[config.mk]
export PLATFORM = sky130hd
export DESIGN_NAME = dma_bus_arbiter
export DESIGN_NICKNAME = d
export VERILOG_FILES = /design/src/rtl/dma_bus_arbiter.sv
export SDC_FILE = /design/constraint.sdc
export NUM_CORES = 1
export LEC_CHECK = 0
export BUFFER_PORTS_ARGS = -buffer_cell sky130_fd_sc_hd__buf_4
export CAP_MARGIN = 20
export CORE_ASPECT_RATIO = 1.25
export CORE_MARGIN = 2
export CORE_UTILIZATION = 37
export DETAILED_ROUTE_END_ITERATION = 6
export PLACE_DENSITY = 0.82
export SYNTH_ARGS = -nofsm -noshare
export SYNTH_HDL_FRONTEND = slang
export SYNTH_SLANG_ARGS = --single-unit
[constraint.sdc]
create_clock -name clk -period 1.6 [get_ports clk]
set_clock_uncertainty 0.1 [all_clocks]
set_input_delay 0.32 -clock clk [delete_from_list [all_inputs] [get_ports clk]]
set_output_delay 0.32 -clock clk [all_outputs]
set_load 0.02 [all_outputs]
[src/rtl/dma_bus_arbiter.sv]
// Bus arbiter between the TV80 core and the simpledma master, with a settle gap at every ownership change.
// Build option: define ARB_WATCHDOG_EN to let a watchdog reclaim the bus from a DMA master that holds it too long.
module dma_bus_arbiter #(
    parameter int unsigned GRANT_DELAY = 2,
    parameter int unsigned MAX_HOLD    = 255
) (
    input  logic        clk,
    input  logic        reset,
    input  logic [15:0] cpu_addr,
    input  logic [7:0]  cpu_dout,
    input  logic        cpu_mreq_n,
    input  logic        cpu_iorq_n,
    input  logic        cpu_rd_n,
    input  logic        cpu_wr_n,
    output logic        cpu_busrq_n,
    input  logic        cpu_busak_n,
    input  logic        dma_busrq_n,
    output logic        dma_busak_n,
    input  logic [15:0] dma_addr,
    input  logic [7:0]  dma_dout,
    input  logic        dma_mreq_n,
    input  logic        dma_iorq_n,
    input  logic        dma_rd_n,
    input  logic        dma_wr_n,
    output logic [15:0] bus_addr,
    output logic [7:0]  bus_dout,
    output logic        bus_mreq_n,
    output logic        bus_iorq_n,
    output logic        bus_rd_n,
    output logic        bus_wr_n,
    output logic        wd_timeout,
    output logic [7:0]  debug
);

    localparam int unsigned CNT_W  = 4;
    localparam int unsigned HOLD_W = 8;

    localparam logic [CNT_W-1:0]  LP_SETTLE_END  = CNT_W'(GRANT_DELAY);
    localparam logic [CNT_W-1:0]  LP_RELEASE_END = CNT_W'(GRANT_DELAY - 1);
    localparam logic [HOLD_W-1:0] LP_MAX_HOLD    = HOLD_W'(MAX_HOLD);
    localparam logic [HOLD_W-1:0] LP_HOLD_SAT    = '1;

    typedef enum logic [2:0] {
        ST_IDLE    = 3'd0,
        ST_REQ     = 3'd1,
        ST_SETTLE  = 3'd2,
        ST_GRANTED = 3'd3,
        ST_RELEASE = 3'd4
    } state_t;

    state_t              r_state;
    state_t              w_state_nx;
    logic [CNT_W-1:0]    r_dly_cnt;
    logic [CNT_W-1:0]    w_dly_cnt_nx;
    logic [HOLD_W-1:0]   r_hold_cnt;
    logic [HOLD_W-1:0]   w_hold_cnt_nx;
    logic                r_cpu_busrq_n;
    logic                w_cpu_busrq_n_nx;
    logic                r_dma_busak_n;
    logic                w_dma_busak_n_nx;
    logic                r_wd_timeout;
    logic                w_wd_timeout_nx;
    logic                r_lockout;
    logic                w_lockout_nx;
    logic                w_wd_en;
    logic                w_hold_max;
    logic                w_expire;

`ifdef ARB_WATCHDOG_EN
    assign w_wd_en = 1'b1;
`else
    assign w_wd_en = 1'b0;
`endif

    // With the watchdog compiled out w_expire is constant 0, so lockout and wd_timeout stay 0.
    assign w_hold_max = (MAX_HOLD != 0) && (r_hold_cnt == LP_MAX_HOLD);
    assign w_expire   = w_wd_en & w_hold_max;

    always_ff @(posedge clk or posedge reset) begin
        if (reset) begin
            r_state       <= ST_IDLE;
            r_dly_cnt     <= '0;
            r_hold_cnt    <= '0;
            r_cpu_busrq_n <= 1'b1;
            r_dma_busak_n <= 1'b1;
            r_wd_timeout  <= 1'b0;
            r_lockout     <= 1'b0;
        end else begin
            r_state       <= w_state_nx;
            r_dly_cnt     <= w_dly_cnt_nx;
            r_hold_cnt    <= w_hold_cnt_nx;
            r_cpu_busrq_n <= w_cpu_busrq_n_nx;
            r_dma_busak_n <= w_dma_busak_n_nx;
            r_wd_timeout  <= w_wd_timeout_nx;
            r_lockout     <= w_lockout_nx;
        end
    end

    always_comb begin
        w_state_nx       = r_state;
        w_dly_cnt_nx     = r_dly_cnt;
        w_hold_cnt_nx    = r_hold_cnt;
        w_cpu_busrq_n_nx = r_cpu_busrq_n;
        w_dma_busak_n_nx = r_dma_busak_n;
        w_wd_timeout_nx  = 1'b0;
        w_lockout_nx     = dma_busrq_n ? 1'b0 : r_lockout;

        case (r_state)
            ST_IDLE: begin
                if (!dma_busrq_n && !r_lockout) begin
                    w_state_nx       = ST_REQ;
                    w_cpu_busrq_n_nx = 1'b0;
                end
            end
            ST_REQ: begin
                if (dma_busrq_n) begin
                    w_state_nx   = ST_RELEASE;
                    w_dly_cnt_nx = '0;
                end else if (!cpu_busak_n) begin
                    w_state_nx   = ST_SETTLE;
                    w_dly_cnt_nx = '0;
                end
            end
            // Stays GRANT_DELAY+1 cycles so DMA drives the bus GRANT_DELAY+1 clocks after BUSAK.
            ST_SETTLE: begin
                if (r_dly_cnt == LP_SETTLE_END) begin
                    w_state_nx       = ST_GRANTED;
                    w_dma_busak_n_nx = 1'b0;
                    w_hold_cnt_nx    = '0;
                end else begin
                    w_dly_cnt_nx = r_dly_cnt + CNT_W'(1);
                end
            end
            ST_GRANTED: begin
                if (r_hold_cnt != LP_HOLD_SAT) begin
                    w_hold_cnt_nx = r_hold_cnt + HOLD_W'(1);
                end
                if (cpu_busak_n || dma_busrq_n) begin
                    w_state_nx       = ST_RELEASE;
                    w_dma_busak_n_nx = 1'b1;
                    w_dly_cnt_nx     = '0;
                end else if (w_expire) begin
                    w_state_nx       = ST_RELEASE;
                    w_dma_busak_n_nx = 1'b1;
                    w_dly_cnt_nx     = '0;
                    w_wd_timeout_nx  = 1'b1;
                    w_lockout_nx     = 1'b1;
                end
            end
            ST_RELEASE: begin
                if (r_dly_cnt == LP_RELEASE_END) begin
                    w_state_nx       = ST_IDLE;
                    w_cpu_busrq_n_nx = 1'b1;
                end else begin
                    w_dly_cnt_nx = r_dly_cnt + CNT_W'(1);
                end
            end
            default: begin
                w_state_nx = ST_IDLE;
            end
        endcase
    end

    // Shared bus mux: CPU owns it outside a grant, nobody drives it during the settle gaps.
    always_comb begin
        bus_addr   = 16'h0;
        bus_dout   = 8'h0;
        bus_mreq_n = 1'b1;
        bus_iorq_n = 1'b1;
        bus_rd_n   = 1'b1;
        bus_wr_n   = 1'b1;
        case (r_state)
            ST_IDLE, ST_REQ: begin
                bus_addr   = cpu_addr;
                bus_dout   = cpu_dout;
                bus_mreq_n = cpu_mreq_n;
                bus_iorq_n = cpu_iorq_n;
                bus_rd_n   = cpu_rd_n;
                bus_wr_n   = cpu_wr_n;
            end
            ST_GRANTED: begin
                bus_addr   = dma_addr;
                bus_dout   = dma_dout;
                bus_mreq_n = dma_mreq_n;
                bus_iorq_n = dma_iorq_n;
                bus_rd_n   = dma_rd_n;
                bus_wr_n   = dma_wr_n;
            end
            default: begin
                bus_addr = 16'h0;
            end
        endcase
    end

    assign cpu_busrq_n = r_cpu_busrq_n;
    assign dma_busak_n = r_dma_busak_n;
    assign wd_timeout  = r_wd_timeout;
    assign debug       = {r_state, r_lockout, r_hold_cnt[3:0]};

endmodule
==> results of run 1 <==
state kept, by name, indices dropped and copies added, names as in the netlist:
| register | flops |
|---|---|
| r_state | 3 |
| dma_busak_n | 1 |
| r_hold_cnt | 8 |
| r_dly_cnt | 4 |
| cpu_busrq_n | 1 |
final cells by class:
cell class	count	area (um^2)	area share, %
sequential	17	432	15.0
timing repair buffer	130	1160	40.3
inverter	7	26.3	0.916
multi-input combinational	118	1160	40.4
clock buffer	3	41.3	1.44
clock inverter	1	5.00	0.174
tap	39	48.8	1.70
report_power, final:
part | switching [uW] | internal, uW | leakage [uW]
registers | 122 | 564 | 0.000219
logic | 1740 | 2010 | 0.00114
clock network | 153 | 173 | 0.0000255
layout by cell type, fill, tap and decap left out, types with 2 or more instances in the layout:
master / Yosys / layout
o21ai_0: 7 / 7
ha_2: 0 / 2
buf_6: 3 / 28
clkbuf_16: 0 / 2
a22o_4: 0 / 20
a21oi_2: 0 / 4
a22o_1: 25 / 5
buf_4: 7 / 96
nor3_1: 2 / 2
ha_1: 4 / 2
nand2_1: 6 / 5
nand2b_1: 8 / 6
o22ai_2: 0 / 3
a21oi_1: 7 / 3
nand3_1: 9 / 8
dfstp_2: 2 / 2
dfrtp_2: 0 / 3
conb_1: 1 / 2
nor2_4: 0 / 2
or3_1: 4 / 3
nand2b_4: 0 / 2
o22ai_4: 0 / 2
buf_12: 0 / 3
inv_1: 7 / 7
dfrtp_1: 15 / 12
clkbuf_8: 0 / 3
a21o_1: 2 / 2
nor2_1: 12 / 10
kinds of logic after synthesis:
family                     share of synthesized area (%)
and+or+nand+nor                                     19.6
xor gates and xnor gates                            1.27
adders and majority gates                           3.63
DFF                                                 31.0
buffers and inverters                               10.1
AOI/OAI and AO/OA                                   32.7
other                                              0.272
muxes                                               1.45
per-layer routing:
| layer | up-vias | wire (um) |
|---|---|---|
| met2 | 94 | 2950 |
| li1 | 826 | - |
| met5 | - | 0 |
| met3 | 4 | 745 |
| met1 | 835 | 1850 |
| met4 | 0 | 23 |
per-stage QoR:
| step | cells | setup slack (ns) |
|---|---|---|
| final | 315 | -0.305 |
| after CTS | 307 | -0.287 |
| after detailed placement | 298 | -0.127 |
| after floorplan | 158 | -0.124 |
| after global routing | 315 | -0.355 |
| after global placement | 298 | -0.0826 |
worst max path at each step:
stage               cells after the start  slack (ns)            end       start
detailed placement                      5       -0.13  r_hold_cnt[7]  r_state[1]
global placement                        5       -0.08  r_hold_cnt[7]  r_state[1]
floorplan                               5       -0.12    bus_addr[0]  r_state[1]
CTS                                     4       -0.29    bus_addr[6]  r_state[2]
finish                                  4       -0.30    bus_dout[0]  r_state[1]
global route                            4       -0.35    bus_addr[6]  r_state[2]
what timing repair did:
action,in CTS,in global routing
buffers inserted,4,7
hold buffers,1,0
setup endpoints to repair,35,41
endpoints found under the hold margin,8,0
resized for setup,8,51
cloned,0,2
pin swaps,1,28
tightest hold or removal path, delay by kind of cell:
family / cells / cell delay (ns)
AOI/OAI and AO/OA: 3 / 0.21
buffers and inverters: 1 / 0.12
==> impl_metrics.json, run 1 <==
{
  "die_area_mm2": 0.00423,
  "violations": "DRC, setup timing",
  "worstHoldPathCells": 4,
  "met1_usage_pct": 21.2,
  "port_buffers": 96,
  "dpl-instance-area_mm2": 0.00241,
  "grt.busiest_layer": "met2",
  "core_area_mm2": 0.00354,
  "htree_num_levels": 1,
  "wl_per_cell_um": 17.7,
  "holdWs_ns": 0.324,
  "ys_ff_latch": 17,
  "gp_congestion": 0.862,
  "yosysMostFrequentCell": "a22o_1",
  "worstRegToRegCells": 5,
  "post-route-drc-count": 12,
  "status": "finished, violations left",
  "cts_sinks": 17,
  "cellLeakagePower_uw": 0.00139,
  "vias_per_cell": 5.58,
  "cp_slowest_stage_delay_ns": 0.45,
  "hold_class": "primary input to flip-flop",
  "gr-usage-all-layers_pct": 19.7,
  "fin_setup_tns_ns": -8.69,
  "cp.required_ns": 1.18,
  "crit_type": "flip-flop to output pin",
  "final_area_mm2": 0.00287,
  "synth-seq-area-share_pct": 31.0,
  "grt_pass1_wl_um": 6600,
  "synth_cell_type_count": 43,
  "use_met3_pct": 9.80,
  "overflow": 0,
  "insertedDiodeCount": 0,
  "r2r_end": "r_dly_cnt[3]",
  "start_util_pct": 38.9,
  "fin_ws_ns": -0.305,
  "numCtsBuffers": 3,
  "fill_cells": 189,
  "dpl.hpwl_um": 3580,
  "synth-main-ff-cell": "dfrtp_1",
  "clock.fmax_ghz": 0.525,
  "path_buf_inv": 2,
  "ys_warn_count": 0,
  "hold_viol_final": 0,
  "drive_above_1_share_pct": 67.4,
  "wl_um": 5570,
  "critPathCaptureType": "output pin",
  "die_h_um": 72.3,
  "cp-start-kind": "flip-flop",
  "ir_drop_mv": 0.936,
  "cp.arrival_ns": 1.48,
  "grt_setup_unrepaired": "true",
  "grt_max_degree": 28,
  "ios": 99,
  "yosysTopAreaCellShare_pct": 27.2,
  "fin_util_pct": 81.0,
  "period_share_pct": 119,
  "synth_cells": 157,
  "vias": 1759,
  "clockBufferDepth": 2,
  "r2r_slack_ns": -0.20,
  "crit_path_top_delay_cell": "dfrtp_2",
  "timing.rr.start": "r_state[1]",
  "cts-root-buf": "clkbuf_8",
  "area_growth_pct": 108,
  "powerDensity_mw_per_mm2": 1660,
  "synth.avg_cell_area_um2": 8.78,
  "async_reset_ff_share_pct": 100,
  "die_w_um": 58.6,
  "period_needed_ns": 1.90,
  "use_met2_pct": 34.8,
  "hp-start": "dma_busrq_n",
  "cp_top_family": "flip-flops",
  "final_max_slew_viol_count": 0,
  "antenna_found_initial": 0,
  "dr.pass1.iters": 7,
  "nets": 341,
  "holdPathEnd": "r_state[0]",
  "synth_top_area_cell": "dfrtp_1",
  "grt_pass1_vias": 1504,
  "synthTopCellsByCount": "25 x a22o_1, 15 x dfrtp_1, 12 x nor2_1",
  "setup_viol": 37,
  "cts_tree": "yes",
  "synth_edf_count": 0,
  "path_cells": "and3b_1 -> buf_12 -> a22o_4 -> buf_4",
  "insertion_delay_ns": 0.25,
  "cts.reportedPaths.clkPinSlew_ns": 0.07,
  "drv_cap": 0,
  "synthTopCellsByArea": "dfrtp_1 27%, a22o_1 16%, buf_4 3.8%, dfstp_2 3.8%, ha_1 3.6%",
  "drtIter0Drc": 95,
  "power_uw": 4760,
  "crit_path_max_fanout": 27,
  "antenna_left": 0,
  "num_rows": 24,
  "synth_area_mm2": 0.00138
}
Note: power is estimated with default switching activity, not from simulation.
==> inputs of run 2 (changes only) <==
--- a/config.mk
+++ b/config.mk
@@ -7,7 +7,6 @@
 export LEC_CHECK = 0
 export BUFFER_PORTS_ARGS = -buffer_cell sky130_fd_sc_hd__buf_4
 export CAP_MARGIN = 20
-export CORE_ASPECT_RATIO = 1.25
 export CORE_MARGIN = 2
 export CORE_UTILIZATION = 37
 export DETAILED_ROUTE_END_ITERATION = 6
==> constraint.sdc (replaced) <==
create_clock -name clk -period 1.7 [get_ports clk]
set_clock_uncertainty 0.1 [all_clocks]
set_input_delay 0.34 -clock clk [delete_from_list [all_inputs] [get_ports clk]]
set_output_delay 0.34 -clock clk [all_outputs]
set_load 0.02 [all_outputs]
==> run 2 against run 1 <==
Against the previous run: non-clock buffer count up 7; via count up 12%; design area is 4.9% higher; flip-flop and latch count did not move; power rose by 4.7%; first-iteration DRC count grew 59%; combinational power is 6.9% higher; global-route usage grew 10 points; setup slack gained 0.034 ns; register-to-register slack got worse by 0.05 ns; sequential share of layout area shrank 0.71 points; the flow finishes with violations (hold timing, setup timing).
==> impl_metrics.json, run 2 (synthesis results as in run 1) <==
{
  "largestRegisters": "r_hold_cnt (8), r_dly_cnt (4), r_state (3)",
  "gp_congestion": 0.813,
  "post-route-drc-count": 0,
  "fin_setup_tns_ns": -7.95,
  "hold_class": "primary input to asynchronous set/reset pin",
  "setup_viol": 35,
  "grt_max_degree": 18,
  "clock.fmax_ghz": 0.507,
  "status": "finished, violations left",
  "final_max_slew_viol_count": 0,
  "numCtsBuffers": 3,
  "drtIter0Drc": 151,
  "insertion_delay_ns": 0.26,
  "die_area_mm2": 0.00423,
  "layout_commonest_cell": "buf_4",
  "drv_cap": 0,
  "area_growth_pct": 118,
  "die_w_um": 65.0,
  "grt_setup_unrepaired": "true",
  "final_cell_mix": "88 x buf_4, 41 x buf_6, 20 x a22o_4",
  "htree_num_levels": 1,
  "clockBufferDepth": 2,
  "largest_reg_flops": 8,
  "crit_type": "flip-flop to output pin",
  "violations": "hold timing, setup timing",
  "cts.reportedPaths.clkPinSlew_ns": 0.08,
  "crit_path_max_fanout": 4,
  "nets": 348,
  "crit_path_top_delay_cell": "dfrtp_2",
  "cp_slowest_stage_delay_ns": 0.43,
  "ios": 99,
  "holdWs_ns": -0.0129,
  "cts_tree": "yes",
  "power_uw": 4990,
  "vias_per_cell": 5.93,
  "cts_sinks": 17,
  "path_cells": "buf_12 -> nor2_4 -> bufbuf_16 -> a22o_4 -> buf_4",
  "dpl.hpwl_um": 3890,
  "grt_pass1_vias": 1877,
  "ir_drop_mv": 1.16,
  "core_area_mm2": 0.00363,
  "powerDensity_mw_per_mm2": 1660,
  "start_util_pct": 37.9,
  "cellLeakagePower_uw": 0.00146,
  "cp.arrival_ns": 1.53,
  "period_needed_ns": 1.97,
  "wl_um": 7750,
  "final_cells": 331,
  "dp.cells": 304,
  "wl_per_cell_um": 23.4,
  "cp_top_family": "buffers and inverters",
  "cp.required_ns": 1.26,
  "insertedDiodeCount": 0,
  "fill_cells": 188,
  "cp-start-kind": "flip-flop",
  "drive_above_1_share_pct": 66.8,
  "top_register": "r_hold_cnt",
  "overflow": 0,
  "antenna_found_initial": 0,
  "antenna_left": 0,
  "period_share_pct": 116,
  "num_rows": 22,
  "grt_pass1_wl_um": 9630,
  "fin_ws_ns": -0.271,
  "gr-usage-all-layers_pct": 29.7,
  "dr.pass1.iters": 4,
  "pre_cts_ws_ns": -0.0339,
  "vias": 1962,
  "die_h_um": 65.0,
  "path_buf_inv": 3,
  "hold_viol_final": 15,
  "critPathCaptureType": "output pin",
  "cts-root-buf": "clkbuf_8",
  "port_buffers": 96
}
==> run 2: changes by cell type in the layout (fill, tap and decap cells not counted), sizes merged <==
cell | before | now
buf | 127 | 136
bufbuf | 0 | 1
clkbuf | 5 | 3
dlygate4sd3 | 1 | 0
==> run 2: where the power goes <==
part	switching (uW)	internal, uW	total [uW]
Sequential	128	531	659
Clock	154	163	317
Combinational	1840	2170	4010
==> run 2: path summary, 6_finish.rpt <==
| kind | start | end | slack (ns) | depth (start not counted) |
|---|---|---|---|---|
| min in group clk | dma_busrq_n | r_state[0] | 0.38 | 4 |
| min reg2reg | cpu_busrq_n | cpu_busrq_n | 0.45 | 2 |
| max | r_state[2] | bus_dout[7] | -0.27 | 5 |
| max in group asynchronous | reset | dma_busak_n | 1.25 | 3 |
| max reg2reg | r_state[1] | r_dly_cnt[0] | -0.25 | 9 |
| min | reset | r_hold_cnt[5] | -0.01 | 3 |
==> run 2: worst min-delay path, stage by stage <==
cell   delay, ns
buf_4       0.10
inv_1       0.04
buf_4       0.24
==> run 2: layer usage <==
metal / share of wire [%] / global-route usage [%]
met1: 34 / 30.6
met2: 51 / 56.1
met4: 5.5 / 11.7
met5: 0 / 0
met3: 9.3 / 8.51
==> run 2: what timing repair did <==
item	CTS	global route
pin swaps	18	32
hold buffers	0	0
buffers inserted	12	9
gates resized for setup	46	29
cloned	3	0
endpoints found under the setup margin	29	41
==> run 2: cell type report <==
type | instances | area (um^2) | share of cell area (%)
clock buffer | 3 | 41.3 | 1.37
clock inverter | 1 | 5.00 | 0.166
inverter | 7 | 26.3 | 0.873
multi-input combinational | 118 | 1150 | 38.2
sequential | 17 | 432 | 14.3
tap | 48 | 60.1 | 2.00
timing repair buffer | 137 | 1290 | 43.0
==> run 2: through the flow <==
step                      cell area (um^2)  util [%]
final                                 3010      82.9
after global routing                  3010      82.9
after CTS                             2810      77.3
after detailed placement              2400      66.0
after global placement                2400      66.0
after floorplan                       1620         -
==> inputs of run 3 (changes only) <==
--- a/config.mk
+++ b/config.mk
@@ -5,10 +5,11 @@
 export SDC_FILE = /design/constraint.sdc
 export NUM_CORES = 1
 export LEC_CHECK = 0
+export ABC_AREA = 1
 export BUFFER_PORTS_ARGS = -buffer_cell sky130_fd_sc_hd__buf_4
 export CAP_MARGIN = 20
 export CORE_MARGIN = 2
-export CORE_UTILIZATION = 37
+export CORE_UTILIZATION = 38
 export DETAILED_ROUTE_END_ITERATION = 6
 export PLACE_DENSITY = 0.82
 export SYNTH_ARGS = -nofsm -noshare
==> run 3 against run 2 <==
Against the previous run: the run ends with setup timing left; power down 25%; cell count rose by 5.1%; synthesized area rose by 5.0%; flip-flop and latch count unchanged; design area shrank 12%; largest power group unchanged; highest routed layer unchanged.
==> impl_metrics.json, run 3 <==
{
  "dr.pass1.iters": 4,
  "largestRegisters": "r_hold_cnt (8), r_dly_cnt (4), r_state (3)",
  "ir_drop_mv": 0.637,
  "top_register": "r_hold_cnt",
  "final_cells": 348,
  "num_rows": 22,
  "htree_num_levels": 1,
  "hold_viol_final": 0,
  "port_buffers": 96,
  "synth_cell_type_count": 24,
  "cp.required_ns": 1.26,
  "multi_input_area_mm2": 0.00102,
  "ios": 99,
  "critPathCaptureType": "output pin",
  "grt_setup_unrepaired": "true",
  "grt_max_degree": 22,
  "vias": 1695,
  "grt_pass1_wl_um": 7460,
  "violations": "setup timing",
  "synth-main-ff-cell": "dfrtp_1",
  "async_reset_ff_share_pct": 100,
  "final_cell_mix": "80 x buf_4, 61 x nand2_1, 26 x buf_6",
  "overflow": 0,
  "status": "finished, violations left",
  "yosysTopAreaCellShare_pct": 25.9,
  "synth_area_mm2": 0.00145,
  "cp.arrival_ns": 1.41,
  "start_util_pct": 39.5,
  "antenna_found_initial": 0,
  "crit_path_max_fanout": 7,
  "fin_util_pct": 72.0,
  "synth_edf_count": 0,
  "final-seq-area_um2": 430,
  "nets": 365,
  "fill_cells": 261,
  "period_share_pct": 109,
  "synth_top_area_cell": "dfrtp_1",
  "antenna_left": 0,
  "die_area_mm2": 0.00432,
  "setup_viol": 28,
  "vias_per_cell": 4.87,
  "numCtsBuffers": 3,
  "die_h_um": 65.7,
  "dp.cells": 336,
  "powerDensity_mw_per_mm2": 1420,
  "cts-root-buf": "clkbuf_8",
  "insertion_delay_ns": 0.26,
  "grt_pass1_vias": 1638,
  "ys_ff_latch": 17,
  "pre_cts_ws_ns": 0.0922,
  "die_w_um": 65.7,
  "synth-seq-area-share_pct": 29.6,
  "synthTopCellsByArea": "dfrtp_1 26%, nand2_1 16%, a22o_1 15%, nand3_1 6.9%, buf_4 4.7%",
  "synth_cells": 198,
  "post-route-drc-count": 0,
  "period_needed_ns": 1.85,
  "crit_type": "flip-flop to output pin",
  "drv_cap": 0,
  "final_max_slew_viol_count": 0,
  "cts.reportedPaths.clkPinSlew_ns": 0.07,
  "largest_reg_flops": 8,
  "core_area_mm2": 0.00366,
  "fin_ws_ns": -0.151,
  "layout_commonest_cell": "buf_4",
  "wl_per_cell_um": 13.8,
  "dpl.hpwl_um": 3180,
  "cellLeakagePower_uw": 0.00139,
  "gp_congestion": 0.973,
  "yosysMostFrequentCell": "nand2_1",
  "cts_sinks": 17,
  "clock.fmax_ghz": 0.540,
  "drtIter0Drc": 48,
  "synth.avg_cell_area_um2": 7.31,
  "insertedDiodeCount": 0,
  "hold_class": "primary input to flip-flop",
  "cts_tree": "yes",
  "clockBufferDepth": 2,
  "gr-usage-all-layers_pct": 22.1,
  "wl_um": 4790,
  "ys_warn_count": 0,
  "synthTopCellsByCount": "61 x nand2_1, 24 x a22o_1, 20 x nand3_1",
  "cp-start-kind": "flip-flop",
  "area_growth_pct": 82.0,
  "drive_above_1_share_pct": 52.7
}
==> run 3: changes by cell type in the layout (fill, tap and decap cells not counted), sizes merged, moves of 4 or more <==
cell	change
or3	-4
nand2	+59
o22ai	-5
buf	-25
nand2b	-8
inv	+11
a21oi	-5
nand3	+13
==> run 3: logic make-up (layout without fill, tap and decap cells) <==
logic type | count (synthesis) | count (layout) | share of synthesized area (%)
AND/OR/NAND/NOR | 106 | 106 | 32.4
AO/OA/AOI/OAI | 35 | 35 | 19.5
buffers and inverters | 33 | 134 | 13.6
flip-flops | 17 | 17 | 29.6
adder cells (fa/ha/maj) | 4 | 4 | 3.46
XOR/XNOR | 2 | 2 | 1.21
other | 1 | 2 | 0.259
==> run 3: worst max-delay path, stage by stage (launching register included) <==
cell and delay (ns):
dfrtp_2 0.43, nor2_4 0.07, buf_12 0.13, buf_16 0.13, a22o_4 0.25, buf_6 0.13
==> run 3: power by group <==
group          internal (uW)  switching (uW)
Combinational           1440            1400
Clock                    163             154
Sequential               493            82.2
Total                   2100            1640
==> run 3: area by class of cell <==
| type | instances | share of cell area [%] |
|---|---|---|
| multi-input cells | 149 | 38.6 |
| well taps | 48 | 2.28 |
| clock buffers | 3 | 1.57 |
| inverters | 18 | 2.56 |
| clock inverters | 1 | 0.190 |
| flip-flops and latches | 17 | 16.3 |
| repair buffers | 112 | 38.5 |
==> run 3: through the flow <==
stage	hold WS [ns]	instance area, um^2	power, uW	setup TNS [ns]
6_report	0.331	2640	3730	-3.46
3_3_place_gp	0.273	2350	2890	0
4_1_cts	0.332	2610	3680	-3.67
2_1_floorplan	0.164	1620	2170	0
3_5_place_dp	0.274	2350	2920	0
5_1_grt	0.379	2640	3950	-4.79
==> run 3: metal layers <==
metal	track usage [%]	share of wire (%)
met2	42.9	54
met1	23.3	38
met4	7.55	1.4
met5	0	0
met3	3.94	7.3
==> run 3: path summary, 6_finish.rpt <==
kind | start | end | slack [ns] | cells after the start
max | r_state[2] | bus_addr[15] | -0.15 | 5
min | cpu_busak_n | dma_busak_n | 0.33 | 5
max reg2reg | r_state[2] | r_hold_cnt[7] | 0.16 | 7
min reg2reg | dma_busak_n | dma_busak_n | 0.38 | 2
max in group asynchronous | reset | dma_busak_n | 0.70 | 4
min in group asynchronous | reset | r_hold_cnt[0] | 0.54 | 4
==> run 3: what timing repair did <==
action | in CTS | in global routing
pin swaps | 17 | 3
buffers inserted | 4 | 2
hold endpoints to repair | 15 | 0
setup endpoints to repair | 28 | 37
hold buffers | 1 | 0
gates resized for setup | 29 | 6
gates cloned | 2 | 0
